==> config.mk <==
export PLATFORM = sky130hd
export DESIGN_NAME = addsub_sched
export DESIGN_NICKNAME = d
export VERILOG_FILES = /design/src/rtl/addsub_pkg.sv /design/src/rtl/addsub4_core.sv /design/src/rtl/addsub_sched.sv
export SDC_FILE = /design/constraint.sdc
export NUM_CORES = 1
export LEC_CHECK = 0
export CAP_MARGIN = 20
export CORE_MARGIN = 10
export CORE_UTILIZATION = 45
export CTS_CLUSTER_DIAMETER = 30
export DETAILED_ROUTE_END_ITERATION = 6
export DONT_BUFFER_PORTS = 1
export GPL_TIMING_DRIVEN = 0
export SYNTH_ARGS = -nofsm -noshare
export SYNTH_HDL_FRONTEND = slang
export SYNTH_SLANG_ARGS = --single-unit
==> constraint.sdc <==
create_clock -name clk -period 3.9 [get_ports clk]
set_input_delay 0.195 -clock clk [delete_from_list [all_inputs] [get_ports clk]]
set_output_delay 0.195 -clock clk [all_outputs]
set_load 0.1 [all_outputs]
==> src/rtl/addsub_pkg.sv <==
// rtl/addsub_pkg.sv - shared types and constants for the nibble-serial add/sub scheduler
package addsub_pkg;

    localparam int NIB_W = 4;
    localparam int OP_W  = 8;

    localparam logic ADD = 1'b0;
    localparam logic SUB = 1'b1;

    typedef enum logic [1:0] {
        IDLE = 2'd0,
        LO   = 2'd1,
        HI   = 2'd2,
        RSP  = 2'd3
    } state_t;

    // Round-robin pick between two requesters; on a tie the one not served last wins.
    function automatic logic [1:0] rr_grant(input logic [1:0] valid, input logic last);
        logic [1:0] g;
        if (valid == 2'b11) begin
            g = last ? 2'b01 : 2'b10;
        end else begin
            g = valid;
        end
        return g;
    endfunction

endpackage

==> src/rtl/addsub4_core.sv <==
// rtl/addsub4_core.sv - combinational 4-bit adder/subtractor slice
module addsub4_core
    import addsub_pkg::*;
(
    input  logic [NIB_W-1:0] a,
    input  logic [NIB_W-1:0] b,
    input  logic             sub,
    input  logic             cin,
    output logic [NIB_W-1:0] s,
    output logic             cout
);

    logic [NIB_W:0] full;

    // Inversion follows sub alone so the high nibble can take the low nibble's borrow as cin.
    assign full = {1'b0, a} + {1'b0, b ^ {NIB_W{sub}}} + {{NIB_W{1'b0}}, cin};
    assign s    = full[NIB_W-1:0];
    assign cout = full[NIB_W];

endmodule

==> src/rtl/addsub_sched.sv <==
// rtl/addsub_sched.sv - two-requester round-robin sequencer around one shared 4-bit add/sub core
module addsub_sched
    import addsub_pkg::*;
(
    input  logic            clk,
    input  logic            rst_n,
    input  logic [1:0]      req_valid,
    output logic [1:0]      req_ready,
    input  logic [OP_W-1:0] req_a0,
    input  logic [OP_W-1:0] req_b0,
    input  logic [OP_W-1:0] req_a1,
    input  logic [OP_W-1:0] req_b1,
    input  logic [1:0]      req_sub,
    output logic            rsp_valid,
    input  logic            rsp_ready,
    output logic            rsp_id,
    output logic [OP_W-1:0] rsp_sum,
    output logic            rsp_cout,
    output logic            rsp_ovf,
    output logic            busy
);

    state_t state;
    state_t state_next;

    logic             last;
    logic [OP_W-1:0]  a_q;
    logic [OP_W-1:0]  b_q;
    logic             sub_q;
    logic             id_q;
    logic [NIB_W-1:0] lo_q;
    logic             c4_q;

    logic [NIB_W-1:0] core_a;
    logic [NIB_W-1:0] core_b;
    logic             core_cin;
    logic [NIB_W-1:0] core_s;
    logic             core_cout;

    logic             accept;
    logic             ovf_hi;

    assign accept = |(req_valid & req_ready);

    always_ff @(posedge clk or negedge rst_n) begin
        if (!rst_n) begin
            state <= IDLE;
        end else begin
            state <= state_next;
        end
    end

    always_comb begin
        state_next = state;
        case (state)
            IDLE:    if (accept)    state_next = LO;
            LO:                     state_next = HI;
            HI:                     state_next = RSP;
            RSP:     if (rsp_ready) state_next = IDLE;
            default:                state_next = IDLE;
        endcase
    end

    // Grant is gated by rst_n so nothing is offered while reset is held.
    always_comb begin
        req_ready = 2'b00;
        busy      = 1'b1;
        core_a    = a_q[NIB_W-1:0];
        core_b    = b_q[NIB_W-1:0];
        core_cin  = sub_q;
        case (state)
            IDLE: begin
                busy = 1'b0;
                if (rst_n) begin
                    req_ready = rr_grant(req_valid, last);
                end
            end
            HI: begin
                core_a   = a_q[OP_W-1:NIB_W];
                core_b   = b_q[OP_W-1:NIB_W];
                core_cin = c4_q;
            end
            default: ;
        endcase
    end

    addsub4_core u_core (
        .a    (core_a),
        .b    (core_b),
        .sub  (sub_q),
        .cin  (core_cin),
        .s    (core_s),
        .cout (core_cout)
    );

    // Signed overflow: operands (after inversion) agree in sign but the result does not.
    assign ovf_hi = (a_q[OP_W-1] == (b_q[OP_W-1] ^ sub_q)) && (core_s[NIB_W-1] != a_q[OP_W-1]);

    always_ff @(posedge clk or negedge rst_n) begin
        if (!rst_n) begin
            last      <= 1'b1;
            a_q       <= '0;
            b_q       <= '0;
            sub_q     <= ADD;
            id_q      <= 1'b0;
            lo_q      <= '0;
            c4_q      <= 1'b0;
            rsp_valid <= 1'b0;
            rsp_id    <= 1'b0;
            rsp_sum   <= '0;
            rsp_cout  <= 1'b0;
            rsp_ovf   <= 1'b0;
        end else begin
            case (state)
                IDLE: begin
                    if (accept) begin
                        a_q   <= req_ready[1] ? req_a1 : req_a0;
                        b_q   <= req_ready[1] ? req_b1 : req_b0;
                        sub_q <= req_ready[1] ? req_sub[1] : req_sub[0];
                        id_q  <= req_ready[1];
                        last  <= req_ready[1];
                    end
                end
                LO: begin
                    lo_q <= core_s;
                    c4_q <= core_cout;
                end
                HI: begin
                    rsp_sum   <= {core_s, lo_q};
                    rsp_cout  <= core_cout;
                    rsp_ovf   <= ovf_hi;
                    rsp_id    <= id_q;
                    rsp_valid <= 1'b1;
                end
                RSP: begin
                    if (rsp_ready) begin
                        rsp_valid <= 1'b0;
                    end
                end
                default: ;
            endcase
        end
    end

endmodule

======== Yosys cells after proc, flatten, opt, wreduce, memory -nomap -nowiden ========
Cells that the tools add are included.
storage, ports and cells
  flip-flop bits (word level) ............. 38
  input port bits ......................... 39
  output and inout bits ................... 15
  logic and storage cells ................. 49
cells by class
  add/sub/neg operators ................... 2
  eq/ne operators ......................... 8
  mux-type cells .......................... 16
  bitwise operators ....................... 3
  reductions and logical operators ........ 7
operator list
  operator              count
  $mux W8               2
  $mux W2               6
  $mux W4               2
  $pmux W2 S4           1
  $eq A2 B2 Y1 const B  3
  $reduce_and A2 Y1     3
  $add A4 B4 Y5         1
  $add A5 B1 Y5         1
  $mux W1               4
  $ne A2 B2 Y1 const B  2
  $xor A4 B4 Y4         1
  $and A2 B2 Y2         1
  $eq A2 B1 Y1 const B  1
  $logic_not A2 Y1      1
  $pmux W1 S2           1
  $reduce_bool A2 Y1    1
  $reduce_or A2 Y1      1
  $eq A1 B1 Y1          1
  $logic_and A1 B1 Y1   1
  $ne A1 B1 Y1          1
  $xor A1 B1 Y1         1

======== Depth between registers and ports, before layout ========
Gate-level depths: netlist of run 1.
  depth in word-level cells ............... 8
  mapped depth ............................ 12
  gate-level depth less buffers ........... 11

======== Cells and area by module ========
A second synthesis of run 1 with hierarchy kept.
second synthesis, totals
  cell total of the unflattened synthesis .. 197
  area total of the unflattened synthesis .. 2073.2 um^2
by module, submodules not included
  module        instances  cells each  area each (um^2)  seq. area each (um^2)
  addsub_sched  1          178         1898.1            952.2
  addsub4_core  1          19          175.2             0.0

======== Least setup slack after synthesis of run 1 ========
Ideal clock, no wire load.
  path kind ............................... reg-to-reg
  start point ............................. register state[0]
  end point ............................... register rsp_ovf
  setup time .............................. 0.082 ns
  arrival ................................. 2.824 ns
  required time ........................... 3.818 ns
  path slack .............................. 0.994 ns
  cell stages (with the launch flop) ...... 11
  buffers on the path ..................... 2
  period minus slack after synthesis ...... 2.906 ns
  cells stage by stage .................... dfrtp_1 > inv_1 > ha_1 > clkbuf_1 > buf_1 > mux2_2 > fa_1 > nand3_1 > a21oi_1 > or4_1 > a31oi_1
between the ends
  longest elaborated chain between the ends .. 7
  elaborated cells on any way between the ends .. 9
  classes of those cells .................. add/sub (2); eq/ne (2); mux (3); bitwise (1); reduce/logical (1)
RTL lines
  element                 RTL line                                 RTL
  from (decl)             addsub_sched.sv:23                       state_t state;
  from (signal assigned)  addsub_sched.sv:49                       state <= state_next;
  $eq A2 B2 Y1 *          addsub_sched.sv:71, addsub_sched.sv:114
  $mux W4                 addsub_sched.sv:71                       case (state)
  $xor A4 B4 Y4           addsub4_core.sv:16                       assign full = {1'b0, a} + {1'b0, b ^ {NIB_W{sub}}} + {{NIB_W{1'b0}}, cin};
  $add A4 B4 Y5           addsub4_core.sv:16
  $add A5 B1 Y5           addsub4_core.sv:16
  $ne A1 B1 Y1            addsub_sched.sv:97                       assign ovf_hi = (a_q[OP_W-1] == (b_q[OP_W-1] ^ sub_q)) && (core_s[NIB_W-1] != a_q[OP_W-1]);
  $logic_and A1 B1 Y1     addsub_sched.sv:97
  to (signal assigned)    addsub_sched.sv:131                      rsp_ovf <= ovf_hi;
  to (decl)               addsub_sched.sv:19                       output logic rsp_ovf,
Mark *: on every way between the ends. The rest lies on a longest branch, timed or not.
A chain may end at the register's enable or synchronous reset.

======== Worst setup path after layout of run 1 ========
  start point ............................. register state[0]
  end point ............................... register rsp_cout
between the ends
  longest elaborated chain between the ends .. 5
  elaborated cells on any way between the ends .. 7
  classes of those cells .................. add/sub (2); eq/ne (1); mux (3); bitwise (1)
RTL lines
  element               RTL line                                 RTL
  $eq A2 B2 Y1 *        addsub_sched.sv:71, addsub_sched.sv:114
  $mux W4               addsub_sched.sv:71
  $xor A4 B4 Y4         addsub4_core.sv:16
  $add A4 B4 Y5         addsub4_core.sv:16
  $add A5 B1 Y5         addsub4_core.sv:16
  to (signal assigned)  addsub_sched.sv:130                      rsp_cout <= core_cout;
  to (decl)             addsub_sched.sv:18                       output logic rsp_cout,
Marks and branches as above.

==> impl_metrics.csv, run 1 <==
group,metric,value,unit
yosys,yosysTopAreaCellShare,0.470,
critical_path,cp.arrival,3.44,ns
job,drv_cap,0,
floorplanning,die_area,7430,µm²
drt,wirelength,4.10,mm
yosys,yosysWarnings,0,
timing,rsz0062_at_grt,"false",
hold_path,hp-class,"in2reg",
final_layout,syn_to_final_growth,10.3,%
critical_path,crit_slowest_cell,"buf_1",
place,port_buffers,0,
timing,slew_headroom,0.380,
floorplanning,die_w,86.2,µm
timing,drv_slew,0,
global_route,grt_pass1_wl,7.09,mm
place,gp_congestion,0.815,
timing,worst_pin_slew,0.930,ns
drt,drc,0,
critical_path,end_kind,"register",
floorplanning,ioPinCount,54,
drt,wl_per_cell,16.9,µm
timing,setup_violations,0,
yosys,syn-num-nets,230,
global_route,grt_pass1_vias,1525,
final_layout,num-fill-cells,399,
drt,vias,1302,
critical_path,path_max_fanout,10,
clock_network,cts-buffers-inserted,5,
place,placed_cell_area,2040,µm²
floorplanning,design.core.area,4290,µm²
timing,fin_skew,0.00903,ns
final_layout,antennaDiodeCount,0,
critical_path,max_stage_delay,0.45,ns
clock_network,cts-root-buf,"clkbuf_8",
clock_network,htreeDepth,2,
final_layout,stdcell_count,243,
final_layout,utilization,0.506,
final_layout,finish.instance_area,2170,µm²
place,detailed_place_hpwl,3.25,mm
global_route,antenna_found_initial,0,
critical_path,crit_chain,"inv_1 -> ha_1 -> clkbuf_1 -> buf_1 -> mux2_2 -> fa_1 -> inv_1 -> fa_1 -> inv_1 -> a21o_2 -> a21oi_1 -> a21oi_1",
drt,drtPass1Iterations,4,
place,dp.cells,233,
final_layout,final_nets,239,
yosys,netlist_area,1970,µm²
yosys,synth_top_cell_by_area,"dfrtp_1",
yosys,synthCells,181,
yosys,synth_area_per_cell,10.9,µm²
drt,drtAntennaViolNets,0,
status,status,"completed",
global_route,grt_start_max_net_pins,39,
critical_path,crit_type,"reg2reg",
clock_network,cts_sinks,38,
floorplanning,die_h,86.2,µm
final_layout,drive_above_1_share,0.162,
critical_path,crit_path_start_kind,"register",
timing,max_freq,305,MHz
yosys,synth_cell_types,28,
timing,min_period,3.28,ns
yosys,ys_ff_latch,38,
clock_network,cts_buffer_depth,2,
critical_path,cp.required,4.05,ns
drt,drt-initial-drc-count,40,
floorplanning,row_count,24,
yosys,ys_top_cells_by_area,"dfrtp_1 47%, mux2i_1 12%, mux2_2 9.1%, ha_1 5.1%, o21ai_0 5.1%",
floorplanning,initial_core_util,0.459,
clock_network,clkLatencyLatePin,0.29,ns
clock_network,post_cts_buffers,0,
critical_path,crit_top_cell,"inv_1",
timing,finalSetupTns,0,ns
global_route,grt_use_total,0.118,
yosys,yosysSeqAreaShare,0.483,
timing,period_share,0.841,
global_route,grt.overflow.total,0,
clock_network,cts_tree,"built",
drt,vias_per_cell,5.36,
clock_network,clkTransAtPathRegs,0.08,ns
timing,final-hold-violation-count,0,
## state kept, by name, summed over array words and instances (netlist names)
register,count
b_q,8
rsp_valid,1
sub_q,1
last,1
a_q,8
rsp_sum,8
id_q,1
rsp_ovf,1
state,2
c4_q,1
rsp_cout,1
lo_q,4
rsp_id,1
## layout make-up
cell class / instances / area (µm²) / share of cell area
inverter: 14 / 52.6 / 0.0242
sequential: 38 / 952 / 0.438
buffer: 10 / 46.3 / 0.0213
multi-input combinational: 119 / 920 / 0.423
timing repair buffer: 2 / 30.0 / 0.0138
clock inverter: 3 / 40.0 / 0.0184
tap: 52 / 65.1 / 0.0299
clock buffer: 5 / 68.8 / 0.0316
## kinds of logic after synthesis
group / after synthesis / share of synthesized area
adder cells (fa/ha/maj): 10 / 0.0711
AND/OR/NAND/NOR: 31 / 0.0679
flip-flops: 38 / 0.483
AO/OA/AOI/OAI: 33 / 0.0927
XOR/XNOR: 6 / 0.0267
multiplexers: 39 / 0.208
buffers and inverters: 24 / 0.0502
## final timing paths
check                                          start  slack (ns)  cells after the start                     to
worst max-delay path            state[0]$_DFFE_PN0P_        0.62                     12   rsp_cout$_DFFE_PN0P_
worst min-delay path                       rsp_ready        0.01                      1  rsp_valid$_DFFE_PN0P_
worst max register to register  state[0]$_DFFE_PN0P_        0.62                     12   rsp_cout$_DFFE_PN0P_
worst min register to register    a_q[0]$_DFFE_PN0P_        0.48                      2     a_q[0]$_DFFE_PN0P_
max in group asynchronous                      rst_n        3.29                      2       last$_DFFE_PN1P_
min in group asynchronous                      rst_n        0.35                      2  rsp_valid$_DFFE_PN0P_
## Yosys cell counts
cell type,instances
buf_2,1
a21o_1,1
mux2_2,16
dfrtp_1,37
or4_1,1
fa_1,2
a21o_2,1
o21ai_0,20
buf_4,2
nand4_1,1
nor2b_1,1
xnor2_1,5
nand3_1,1
o22ai_1,1
nand2_1,21
buf_1,1
nor2_1,5
o211ai_1,2
xor2_1,1
ha_1,8
and3_4,1
dfstp_2,1
inv_1,14
clkbuf_1,6
a31oi_1,1
a21oi_1,6
o2111ai_1,1
mux2i_1,23
## stage by stage
stage | worst slack, ns | hold WS, ns
CTS | 0.582 | 0.00167
detailed placement | 0.627 | -0.0990
global route | 0.400 | 0.0135
finish | 0.619 | 0.0112
global placement | 0.709 | -0.0987
floorplan | 0.994 | -0.101
## layout by cell type (no fill, tap or decap), drive strengths merged
cell,Yosys,layout
nand4,1,1
xor2,1,1
and3,1,1
o22ai,1,1
clkinv,0,2
inv,14,14
mux2,16,16
xnor2,5,5
nand3,1,1
o2111ai,1,1
bufinv,0,1
nor2,5,5
o21ai,20,20
or4,1,1
dfrtp,37,37
ha,8,8
dlygate4sd3,0,1
nor2b,1,1
fa,2,2
a21oi,6,6
nand2,21,21
a21o,2,2
buf,4,5
a31oi,1,1
dfstp,1,1
mux2i,23,23
o211ai,2,2
clkbuf,6,11
## what timing repair did
action / in CTS / in global routing
hold endpoints to repair: 38 / 0
setup endpoints to repair: 0 / 0
hold buffers: 2 / 0
resized for setup: 0 / 0
## routing by layer
layer,vias to the layer above,GRT usage,part of all wire
met1,635,0.134,0.42
met2,35,0.197,0.49
li1,628,-,-
met5,-,0,0
met4,0,0.0398,0.013
met3,4,0.0478,0.069
## worst max-delay path: cells and delay by family, from the launching register on
family          cells  cell delay [ns]
fa+ha+maj           3             0.82
mux                 1             0.42
buf+inv             5             1.00
compound gates      3             0.51
flops               1             0.40
Power of run 1 is not shown: default switching activity piles up to over one toggle a cycle in this logic, so the estimate is an artifact.
==> run 2: changes to the inputs <==
Clock period 3.9 ns to 3.1 ns, I/O delays scaled along.
==> run 2 against run 1 <==
  * Sequential cell count stayed put
  * Die area unchanged
  * Critical endpoint is now c4_q$_DFFE_PN0N_
  * Core utilization grew 0.35 points
  * Design area increased by 0.69%
  * Critical path type unchanged
  * Final cell count is the same
  * Setup slack got worse by 0.35 ns
  * Fmax increased by 16%
  * Via count is 0.77% higher
  * Highest routed layer unchanged
==> impl_metrics.csv, run 2 (synthesis gave the netlist of run 1 again) <==
group,metric,value,unit
drt,drtPass1Iterations,4,
floorplanning,design.core.area,4290,µm²
critical_path,crit_slowest_cell,"fa_1",
drt,vias_per_cell,5.40,
final_layout,largestRegisters,"a_q: 8 flops, b_q: 8 flops, rsp_sum: 8 flops",
final_layout,most-common-layout-cells,"37 x dfrtp_1, 23 x mux2i_1, 21 x nand2_1",
timing,rsz0062_at_grt,"false",
floorplanning,die_w,86.2,µm
clock_network,clkTransAtPathRegs,0.08,ns
place,gp_congestion,0.815,
timing,hold_ws,0.0769,ns
global_route,grt_pass1_vias,1525,
timing,drv_slew,0,
critical_path,crit_top_cell,"inv_1",
timing,period_share,0.912,
timing,max_freq,354,MHz
timing,fin_skew,0.00912,ns
clock_network,htreeDepth,2,
drt,drtAntennaViolNets,0,
place,port_buffers,0,
final_layout,num-fill-cells,394,
global_route,grt_pass1_wl,7.09,mm
drt,drt-initial-drc-count,43,
final_layout,layout.cells.most_common,"dfrtp_1",
critical_path,end_kind,"register",
critical_path,crit_path_start_kind,"register",
timing,min_period,2.83,ns
clock_network,cts_sinks,38,
drt,vias,1312,
final_layout,drive_above_1_share,0.173,
clock_network,post_cts_buffers,0,
final_layout,syn_to_final_growth,11.1,%
timing,setup_violations,0,
clock_network,cts_tree,"built",
critical_path,crit_type,"reg2reg",
clock_network,cts_buffer_depth,2,
global_route,grt.overflow.total,0,
final_layout,antennaDiodeCount,0,
clock_network,cts-buffers-inserted,5,
floorplanning,die_area,7430,µm²
status,status,"completed",
place,detailed_place_hpwl,3.25,mm
hold_path,hp-class,"in2reg",
drt,drc,0,
global_route,antenna_found_initial,0,
job,drv_cap,0,
timing,slew_headroom,0.379,
timing,worst_pin_slew,0.932,ns
clock_network,clkLatencyLatePin,0.29,ns
final_layout,final_nets,239,
critical_path,max_stage_delay,0.44,ns
floorplanning,initial_core_util,0.459,
drt,wirelength,4.12,mm
drt,wl_per_cell,17.0,µm
global_route,grt_use_total,0.118,
clock_network,cts-root-buf,"clkbuf_8",
floorplanning,row_count,24,
floorplanning,die_h,86.2,µm
global_route,grt_start_max_net_pins,39,
critical_path,cp_num_buf_inv,4,
critical_path,cp.required,3.26,ns
critical_path,path_max_fanout,10,
timing,final-hold-violation-count,0,
floorplanning,ioPinCount,54,
critical_path,crit_family,"adder cells",
critical_path,crit_chain,"inv_1 -> ha_2 -> buf_4 -> mux2_2 -> fa_1 -> inv_1 -> fa_1 -> inv_1 -> a21o_2 -> a21oi_1 -> a21oi_1",
critical_path,cp.arrival,2.99,ns
[run 2: cell count changes in the layout (fill, tap and decap cells not counted), sizes merged]
cell         delta
clkbuf          -1
dlygate4sd3     +1
[run 2: final cells by class]
type	count	area (µm²)	area share
Buffer	9	48.8	0.0223
Inverter	14	52.6	0.0240
Sequential cell	38	952	0.435
Clock inverter	3	40.0	0.0183
Tap cell	52	65.1	0.0297
Timing Repair Buffer	3	40.0	0.0183
Multi-Input combinational cell	119	922	0.421
Clock buffer	5	68.8	0.0314
[run 2: per-stage QoR]
stage / util / std cells / instance area (µm²) / worst slack, ns / setup TNS (ns)
floorplan: - / 181 / 1970 / 0.194 / 0
global placement: 0.474 / 233 / 2040 / -0.0914 / -0.266
detailed placement: 0.474 / 233 / 2040 / -0.173 / -0.488
CTS: 0.510 / 244 / 2190 / 0.0393 / 0
global route: 0.510 / 243 / 2190 / 0.0474 / 0
finish: 0.510 / 243 / 2190 / 0.273 / 0
[run 2: worst register-to-register path: stages (launching register included)]
cell and delay (ns):
dfrtp_1 0.40, inv_1 0.13, ha_2 0.30, buf_4 0.22
mux2_2 0.37, fa_1 0.44, inv_1 0.08, fa_1 0.20
inv_1 0.06, a21o_2 0.18, a21oi_1 0.23, a21oi_1 0.10
[run 2: metal layers]
layer / wire [µm] / global-route usage / vias up
met4: 55 / 0.0398 / 0
met3: 295 / 0.0478 / 4
met5: 0 / 0 / -
met2: 2020 / 0.197 / 40
li1: - / - / 627
met1: 1750 / 0.134 / 641
[run 2: worst paths after layout]
kind	slack, ns	from	cells after the start	to
worst max-delay path	0.27	state[0]$_DFFE_PN0P_	11	c4_q$_DFFE_PN0N_
worst min-delay path	0.08	req_b1[5]	2	b_q[5]$_DFFE_PN0P_
worst max register to register	0.27	state[0]$_DFFE_PN0P_	11	c4_q$_DFFE_PN0N_
worst min register to register	0.48	a_q[0]$_DFFE_PN0P_	2	a_q[0]$_DFFE_PN0P_
max in group asynchronous	2.53	rst_n	2	last$_DFFE_PN1P_
min in group asynchronous	0.31	rst_n	2	rsp_valid$_DFFE_PN0P_
[run 2: repair_timing]
item,CTS,global route
resized for setup,3,1
setup endpoints to repair,6,3
pin swaps,0,0
endpoints found under the hold margin,39,0
hold buffers,3,0
Power of run 2 is left out for the same reason.
